File: config.mk
export PLATFORM = sky130hd
export DESIGN_NAME = nonce_sched
export DESIGN_NICKNAME = d
export VERILOG_FILES = /design/src/rtl/miner_pkg.sv /design/src/rtl/hit_prio.sv /design/src/rtl/nonce_sched.sv
export SDC_FILE = /design/constraint.sdc
export NUM_CORES = 1
export LEC_CHECK = 0
export ABC_AREA = 1
export BUFFER_PORTS_ARGS = -buffer_cell sky130_fd_sc_hd__buf_2
export CAP_MARGIN = 0
export CORE_MARGIN = 2
export CORE_UTILIZATION = 26
export DETAILED_ROUTE_END_ITERATION = 6
export HOLD_SLACK_MARGIN = 0.02
export PLACE_DENSITY_LB_ADDON = 0.1
export SKIP_LAST_GASP = 1
export SLEW_MARGIN = 20
export SYNTH_ARGS = -nofsm -noshare
export SYNTH_HDL_FRONTEND = slang
export SYNTH_HIERARCHICAL = 1
export SYNTH_SLANG_ARGS = --single-unit
File: constraint.sdc
create_clock -name clk -period 2.12 [get_ports clk]
set_clock_uncertainty 0.05 [all_clocks]
set_input_delay 0.318 -clock clk [delete_from_list [all_inputs] [get_ports clk]]
set_output_delay 0.318 -clock clk [all_outputs]
set_load 0.005 [all_outputs]
File: src/rtl/miner_pkg.sv
// Shared definitions for the nonce scheduler: FSM encoding, step count and
// block phase constants.
package miner_pkg;

    typedef enum logic [1:0] {
        ST_IDLE = 2'd0,
        ST_RUN  = 2'd1,
        ST_HOLD = 2'd2,
        ST_DONE = 2'd3
    } sched_state_t;

    localparam int unsigned STEP_LAST_DEFAULT = 65;

    localparam logic [1:0] BLK_HDR0 = 2'd0;
    localparam logic [1:0] BLK_HDR1 = 2'd1;
    localparam logic [1:0] BLK_LAST = 2'd3;

endpackage

File: src/rtl/hit_prio.sv
// Compares each core's h1 word against the target; lowest-index hit wins.
module hit_prio #(
    parameter int unsigned NUM_CORES = 4
) (
    input  logic [NUM_CORES*32-1:0] h1,
    input  logic [31:0]             target,
    output logic                    hit,
    output logic [3:0]              idx
);

    always_comb begin
        hit = 1'b0;
        idx = '0;
        for (int unsigned k = 0; k < NUM_CORES; k++) begin
            if (!hit && (h1[32*k +: 32] < target)) begin
                hit = 1'b1;
                idx = 4'(k);
            end
        end
    end

endmodule

File: src/rtl/nonce_sched.sv
// Nonce search scheduler: sequences block/select for the hash cores, feeds
// per-core message words, and evaluates core results once per full pass.
module nonce_sched
    import miner_pkg::*;
#(
    parameter int unsigned NUM_CORES  = 4,
    parameter int unsigned NONCE_W    = 32,
    parameter int unsigned STEP_LAST  = STEP_LAST_DEFAULT,
    parameter int unsigned NONCE_WORD = 3
) (
    input  logic                    clk,
    input  logic                    rst_n,
    input  logic                    start,
    input  logic                    stop,
    input  logic [NONCE_W-1:0]      nonce_init,
    input  logic [31:0]             target,
    output logic [4:0]              msg_addr,
    input  logic [31:0]             msg_data,
    output logic [1:0]              block,
    output logic [6:0]              select,
    output logic [NUM_CORES*32-1:0] core_msg,
    input  logic [NUM_CORES*32-1:0] core_h1,
    output logic                    found_valid,
    input  logic                    found_ready,
    output logic [NONCE_W-1:0]      found_nonce,
    output logic [3:0]              found_core,
    output logic                    busy,
    output logic                    exhausted
);

    sched_state_t state, state_nx;

    logic [NONCE_W-1:0]      nonce_base;
    logic [NONCE_W:0]        base_sum;
    logic                    pass_valid;
    logic                    wrap_pend;
    logic                    hit;
    logic [3:0]              hit_core;
    logic                    eval;
    logic                    pass_end;
    logic                    advance;
    logic [NUM_CORES*32-1:0] msg_nx;

    hit_prio #(.NUM_CORES(NUM_CORES)) u_hit_prio (
        .h1     (core_h1),
        .target (target),
        .hit    (hit),
        .idx    (hit_core)
    );

    assign eval      = (state == ST_RUN) && pass_valid && (block == BLK_HDR0) && (select == '0);
    assign pass_end  = (state == ST_RUN) && (block == BLK_LAST) && (select == 7'(STEP_LAST));
    // A hit or a pending wrap keeps the counters parked at block 0 / select 0.
    assign advance   = (state == ST_RUN) && !(eval && (hit || wrap_pend));
    assign base_sum  = {1'b0, nonce_base} + (NONCE_W+1)'(NUM_CORES);
    assign msg_addr  = {block == BLK_HDR1, select[3:0]};
    assign busy      = (state == ST_RUN) || (state == ST_HOLD);
    assign exhausted = (state == ST_DONE);

    always_ff @(posedge clk or negedge rst_n) begin
        if (!rst_n) state <= ST_IDLE;
        else        state <= state_nx;
    end

    always_comb begin
        state_nx = state;
        case (state)
            ST_RUN: begin
                if (eval && hit)            state_nx = ST_HOLD;
                else if (eval && wrap_pend) state_nx = ST_DONE;
            end
            ST_HOLD: begin
                if (found_ready) state_nx = wrap_pend ? ST_DONE : ST_RUN;
            end
            default: state_nx = state;
        endcase
        if (start) state_nx = ST_RUN;
        if (stop)  state_nx = ST_IDLE;
    end

    always_ff @(posedge clk or negedge rst_n) begin
        if (!rst_n) begin
            block  <= '0;
            select <= '0;
        end else if (start || stop) begin
            block  <= '0;
            select <= '0;
        end else if (advance) begin
            if (select == 7'(STEP_LAST)) begin
                select <= '0;
                block  <= block + 2'd1;
            end else begin
                select <= select + 7'd1;
            end
        end else if (state != ST_HOLD) begin
            block  <= '0;
            select <= '0;
        end
    end

    always_ff @(posedge clk or negedge rst_n) begin
        if (!rst_n) begin
            nonce_base  <= '0;
            pass_valid  <= 1'b0;
            wrap_pend   <= 1'b0;
            found_valid <= 1'b0;
            found_nonce <= '0;
            found_core  <= '0;
        end else if (stop) begin
            pass_valid  <= 1'b0;
            wrap_pend   <= 1'b0;
            found_valid <= 1'b0;
        end else if (start) begin
            nonce_base  <= nonce_init;
            pass_valid  <= 1'b0;
            wrap_pend   <= 1'b0;
            found_valid <= 1'b0;
        end else begin
            if (eval) begin
                pass_valid <= 1'b0;
                // nonce_base has already moved on; the evaluated pass used the previous one.
                if (hit) begin
                    found_valid <= 1'b1;
                    found_nonce <= nonce_base - NONCE_W'(NUM_CORES) + NONCE_W'(hit_core);
                    found_core  <= hit_core;
                end
            end
            if (pass_end) begin
                nonce_base <= base_sum[NONCE_W-1:0];
                pass_valid <= 1'b1;
                if (base_sum[NONCE_W]) wrap_pend <= 1'b1;
            end
            if ((state == ST_HOLD) && found_ready) found_valid <= 1'b0;
        end
    end

    always_comb begin
        msg_nx = '0;
        for (int unsigned k = 0; k < NUM_CORES; k++) begin
            if (block == BLK_HDR0) begin
                msg_nx[32*k +: 32] = msg_data;
            end else if (block == BLK_HDR1) begin
                if (select == 7'(NONCE_WORD)) msg_nx[32*k +: 32] = 32'(nonce_base + NONCE_W'(k));
                else                          msg_nx[32*k +: 32] = msg_data;
            end
        end
    end

    always_ff @(posedge clk or negedge rst_n) begin
        if (!rst_n)                  core_msg <= '0;
        else if (state == ST_RUN)    core_msg <= msg_nx;
        else if (state != ST_HOLD)   core_msg <= '0;
    end

endmodule
Word-level counts from Yosys, hierarchy flattened
Index checks and enable logic that the tools add are counted.
{"block": "totals", "inputBits": 229, "romBits": 0, "latchBits": 0, "ramBits": 0, "out_inout_bits": 181, "register_bits": 210, "word_cells": 123, "memories": 0}
{"block": "classes", "n_mux": 51, "n_eq_ne": 11, "div": 0, "n_shift": 0, "n_lt_le_gt_ge": 4, "reduce_logical": 37, "n_mul": 0, "add_sub_neg": 8, "n_bitwise": 2}
{"operator": "32-bit two-way mux", "count": 14}
{"operator": "128-bit two-way mux", "count": 2}
{"operator": "32-bit less-than comparator", "count": 4}
{"operator": "32-bit by 2-bit adder with 32-bit output, second input constant", "count": 2}
{"operator": "32-bit by 3-bit adder with 33-bit output, second input constant", "count": 1}
{"operator": "32-bit by 1-bit adder with 32-bit output, second input constant", "count": 1}
{"operator": "32-bit by 4-bit adder with 32-bit output", "count": 1}
{"operator": "32-bit by 3-bit subtractor with 32-bit output, second input constant", "count": 1}
{"operator": "7-bit two-way mux", "count": 4}
{"operator": "2-bit two-way mux", "count": 12}
{"operator": "1-bit two-way mux", "count": 18}
{"operator": "4-bit nonzero test", "count": 4}
{"operator": "1-bit logical AND", "count": 13}
{"operator": "3-bit nonzero test", "count": 3}
{"operator": "2-bit AND reduction", "count": 4}
{"operator": "7-bit by 1-bit adder with 7-bit output, second input constant", "count": 1}
{"operator": "7-bit by 2-bit equality test with 1-bit output, second input constant", "count": 1}
{"operator": "7-bit equality test, second input constant", "count": 1}
{"operator": "7-bit logical NOT", "count": 1}
{"operator": "2-bit equality test, second input constant", "count": 3}
{"operator": "5-bit by 3-bit inequality test with 1-bit output, second input constant", "count": 1}
{"operator": "2-bit by 1-bit equality test with 1-bit output, second input constant", "count": 2}
{"operator": "1-bit logical NOT", "count": 4}
{"operator": "4-bit inequality test, second input constant", "count": 1}
{"operator": "other kinds (10)", "count": 14}

Logic depth before layout (Yosys ltp)
{"block": "logic_depth", "word_depth": 17, "mapped_depth": 28, "ltp_nobuf": 28}

Cells and area by module
The synthesis kept the hierarchy.
{"module": "nonce_sched", "area_each_um2": 14759.2, "seq_area_each_um2": 5205.0, "n_inst": 1, "cells_each": 2211}
{"module": "hit_prio", "area_each_um2": 2936.6, "seq_area_each_um2": 0.0, "n_inst": 1, "cells_each": 437}

Worst setup path after synthesis
Ideal clock, no wire load.
{"block": "synth_timing", "kind": "input port to flip-flop", "start": "input port target[19]", "end": "register found_nonce[25]", "arrival_ns": 3.063, "setup_time_ns": 0.117, "required_ns": 1.953, "path_buffers": 0, "stages": 23, "path_slack_ns": -1.110, "path_cell_list": "inv_1 -> ha_1 -> a21o_1 -> o21bai_1 -> nand2_1 -> nand2_1 -> nand3_1 -> a21oi_2 -> inv_2 -> a21oi_2 -> ha_1 -> ha_1 -> fa_1 -> nand3_1 -> nand3_1 -> nand2_1 -> nand2_1 -> nand2_1 -> nand2_1 -> nand2_1 -> nand3_1 -> nand3_1 -> nand2_1"}
{"block": "synth_via", "elab_chain_cells": 12, "elab_cells_between_ends": 19, "classes_between": "add/sub: 1; order compare: 4; mux: 7; reduce/logical: 7"}
{"element": "start: declaration", "line": "nonce_sched.sv:16", "rtl": "input logic [31:0] target,"}
{"element": "32-bit less-than comparator", "line": "hit_prio.sv:15", "rtl": "if (!hit && (h1[32*k +: 32] < target)) begin"}
{"element": "1-bit two-way mux", "line": "hit_prio.sv:15"}
{"element": "1-bit logical NOT", "line": "hit_prio.sv:15"}
{"element": "1-bit logical AND", "line": "hit_prio.sv:15"}
{"element": "1-bit two-way mux", "line": "hit_prio.sv:15"}
{"element": "1-bit logical NOT", "line": "hit_prio.sv:15"}
{"element": "1-bit logical AND", "line": "hit_prio.sv:15"}
{"element": "1-bit two-way mux", "line": "hit_prio.sv:15"}
{"element": "1-bit logical NOT", "line": "hit_prio.sv:15"}
{"element": "1-bit logical AND", "line": "hit_prio.sv:15"}
{"element": "2-bit two-way mux (*)", "line": "hit_prio.sv:15"}
{"element": "via hit_core[1]", "line": "nonce_sched.sv:38", "rtl": "logic [3:0] hit_core;"}
{"element": "32-bit by 4-bit adder with 32-bit output (*)", "line": "nonce_sched.sv:124", "rtl": "found_nonce <= nonce_base - NONCE_W'(NUM_CORES) + NONCE_W'(hit_core);"}
{"element": "end signal: assignment", "line": "nonce_sched.sv:124"}
{"element": "end: declaration", "line": "nonce_sched.sv:25", "rtl": "output logic [NONCE_W-1:0] found_nonce,"}
Mark *: on every way through the listed nets, which the timed path passes. The rest lies on a longest branch.
A chain may end at the register's enable or synchronous reset.

Worst setup path in the final report
{"block": "layout_timing", "start": "input port target[14]", "end": "register found_nonce[13]"}
The elaborated chain is that of the path after synthesis.

==> results.tsv <==
stage	metric	value	unit
status	status	finished with violations	
status	violations	negative setup slack	
power	powerDensity	613	nW/µm²
worst_setup_path	cp_max_fo	4	
floorplan	initial_core_util	26.3	%
power	vdd_drop_max	482	µV
place	gp_congestion	0.984	
drt	ant_nets	0	
finish	layout_commonest_cell	nand2_1	
finish	multi_input_area	12600	µm²
synth	netlist_instances	2648	
timing	rsz0062_at_grt	yes	
timing	finalWorstSetupSlack	-0.856	ns
finish	stdcell_count	4309	
timing	tightestPinTransition	0.783	ns
drt	drc	0	
place	port_buffers	409	
min_path	hp-class	in2reg	
floorplan	die-area	70200	µm²
worst_setup_path	worst-r2r-cell-count	14	
timing	maxSlewHeadroom	47.6	%
drt	first_iter_violations	1213	
worst_setup_path	critPathArrivalTime	3.37	ns
global_route	grt_pass1_vias	20612	
min_path	hold_depth	3	
timing	fmaxAchievable	336	MHz
finish	syn2layout_area_growth	52.1	%
clock_network	clk_path_buf_depth	3	
finish	final_util	40.0	%
floorplan	die_y	265	µm
worst_setup_path	critPathKind	in2reg	
synth	synth.avg_cell_area	6.68	µm²
worst_setup_path	critical_path_required	2.51	ns
global_route	grt_overflow	0	
clock_network	cts.sinks	208	
global_route	grt_usage	22.0	%
drt	drt-total-wl	80200	µm
timing	hold_violations	0	
worst_setup_path	crit_path_end	found_nonce[13]$_DFFE_PN0P_	
synth	ys_warn_count	6	
synth	yosys_register_bits	208	
finish	layout-drive-gt1-share	36.3	%
clock_network	numCtsBuffers	26	
worst_setup_path	startpoint	target[14]	
drt	dr.pass1.iters	5	
global_route	grt_pass1_wl	120000	µm
synth	netlist_area	17700	µm²
clock_network	cts_tree	yes	
timing	min_period_over_period	140	%
clock_network	cts.clk_slew.worst_paths	0.06	ns
worst_setup_path	rrSetupSlack	-0.23	ns
timing	fin_crit	2.98	ns
floorplan	coreArea	67300	µm²
worst_setup_path	r2r-start	nonce_base[3]$_DFFE_PN0P_	
global_route	antenna_found_initial	12	
synth	ys_types	47	
place	dp.cells	4191	
timing	drv_slew	0	
finish	nFillCells	7224	
place	hpwlAfterDp	64800	µm
synth	synth_edf_count	0	
timing	setup_violations	48	
synth	ys_seq_area_share	29.4	%
global_route	grt_max_degree	127	
worst_setup_path	critPathCaptureType	flip-flop	
place	dp_worst_setup_slack	-1.70	ns
drt	vias	20432	
power	fin_total_pwr	16500	µW
floorplan	rows	95	
clock_network	htree_levels	1	
finish	final_cell_mix	nand2_1, buf_2, buf_4	
synth	synthArstFlopShare	100	%
finish	regArea	5230	µm²
floorplan	die_w	265	µm
run	cap_viol_max_count	0	
clock_network	clockRootBuffer	clkbuf_16	
power	leakage	0.0140	µW
worst_setup_path	critPathLaunchType	input port	
worst_setup_path	r2r_end	found_nonce[30]$_DFFE_PN0P_	
drt	wire_per_inst	18.6	µm
synth	synth_ff_type	dfrtp_1	
floorplan	io_pins	410	
clock_network	clkLatencyLatePin	0.58	ns
finish	finish.net_count	3841	
drt	viasPerCell	4.74	
cell type report:
cell class / instances / share of cell area (%)
antenna: 5 / 0.0465
sequential: 208 / 19.4
clock inverter: 18 / 0.883
clock buffer: 30 / 2.55
inverter: 342 / 5.04
multi-input combinational: 2018 / 47.0
tap: 873 / 4.06
timing repair buffer: 815 / 21.0
where the power goes:
part | switching (µW) | total, µW | internal [µW]
Sequential | 354 | 4720 | 4370
Clock | 1920 | 4860 | 2930
Combinational | 3840 | 6920 | 3080
critical path: stages:
cell and delay, ns:
buf_2 0.10, inv_4 0.05, buf_4 0.12, ha_1 0.29
nand2_2 0.09, inv_1 0.05, nand3_2 0.07, inv_1 0.05
a21oi_2 0.14, nand2_2 0.09, nand2_2 0.09, nand2_4 0.07
a21oi_4 0.25, ha_4 0.25, ha_4 0.16, fa_2 0.38
nand3_2 0.10, nand3_4 0.08, nand3_2 0.07, nand3b_1 0.15
buf_4 0.18, xnor2_2 0.13, o21ai_1 0.07
routing by layer:
layer | share of wire (%) | track usage [%] | vias to the layer above | routed length [µm]
met5 | 0.074 | 0 | - | 59
met4 | 2.3 | 5.50 | 10 | 1840
met3 | 4.6 | 2.62 | 101 | 3670
met2 | 49 | 39.4 | 486 | 39500
met1 | 44 | 28.0 | 9705 | 35100
li1 | - | - | 10130 | -
logic make-up (layout without fill, tap and decap cells):
kind of cell,count (synthesis),after routing,synth area share (%)
fa+ha+maj,201,201,14.3
flops,208,208,29.4
compound gates,484,484,15.3
other cells,1,7,0.0212
buf+inv,423,1205,9.41
xor+xnor,28,28,1.39
simple gates,1303,1303,30.2
how the worst min path moves through the flow:
stage	start	to	slack [ns]
floorplan	rst_n	block[0]$_DFFE_PN0P_	-0.03
global placement	rst_n	found_nonce[4]$_DFFE_PN0P_	0.23
detailed placement	rst_n	found_nonce[4]$_DFFE_PN0P_	0.23
CTS	nonce_init[23]	nonce_base[23]$_DFFE_PN0P_	0.02
global route	nonce_init[22]	nonce_base[22]$_DFFE_PN0P_	0.04
finish	nonce_init[26]	nonce_base[26]$_DFFE_PN0P_	0.05
synthesized netlist by cell type, types with 7 or more instances:
cell | instances | share of area, %
buf_2 | 23 | 0.65
xor2_1 | 16 | 0.79
nand3_1 | 148 | 4.2
inv_2 | 11 | 0.23
o21ai_1 | 15 | 0.42
dfrtp_1 | 208 | 29
o211ai_1 | 30 | 1.3
nor3_1 | 22 | 0.62
nand4_1 | 24 | 0.85
a21o_1 | 7 | 0.30
xnor2_1 | 12 | 0.59
o21ai_0 | 176 | 5.0
clkbuf_1 | 42 | 0.89
nand2_1 | 894 | 19
inv_1 | 329 | 7.0
nor2_1 | 174 | 3.7
a22o_1 | 33 | 1.6
ha_1 | 200 | 14
nand3b_1 | 7 | 0.30
a21oi_1 | 194 | 5.5
buf_4 | 11 | 0.47
nor2_2 | 8 | 0.28
o31ai_1 | 7 | 0.30
timing repair:
| action | in CTS | in global routing |
|---|---|---|
| resized for setup | 217 | 306 |
| gates cloned | 2 | 1 |
| endpoints found under the setup margin | 109 | 149 |
| hold endpoints to repair | 90 | 0 |
| setup buffers | 20 | 27 |
| pin swaps | 87 | 101 |
| hold buffers | 19 | 0 |
stage by stage:
step	hold slack, ns	area [µm²]	setup TNS [ns]
6_report	0.0471	26900	-33.13
5_1_grt	0.0387	26900	-40.56
4_1_cts	0.0232	25500	-28.62
3_5_place_dp	0.234	23300	-65.13
3_3_place_gp	0.228	23300	-65.23
2_1_floorplan	-0.0276	17800	-20.44
registers in the layout, indices dropped and copies added (netlist names):
register,flops
found_valid,1
core_msg,126
state,2
wrap_pend,1
pass_valid,1
found_core,4
nonce_base,32
block,2
found_nonce,32
select,7
Note: power is estimated with default switching activity, not from simulation.
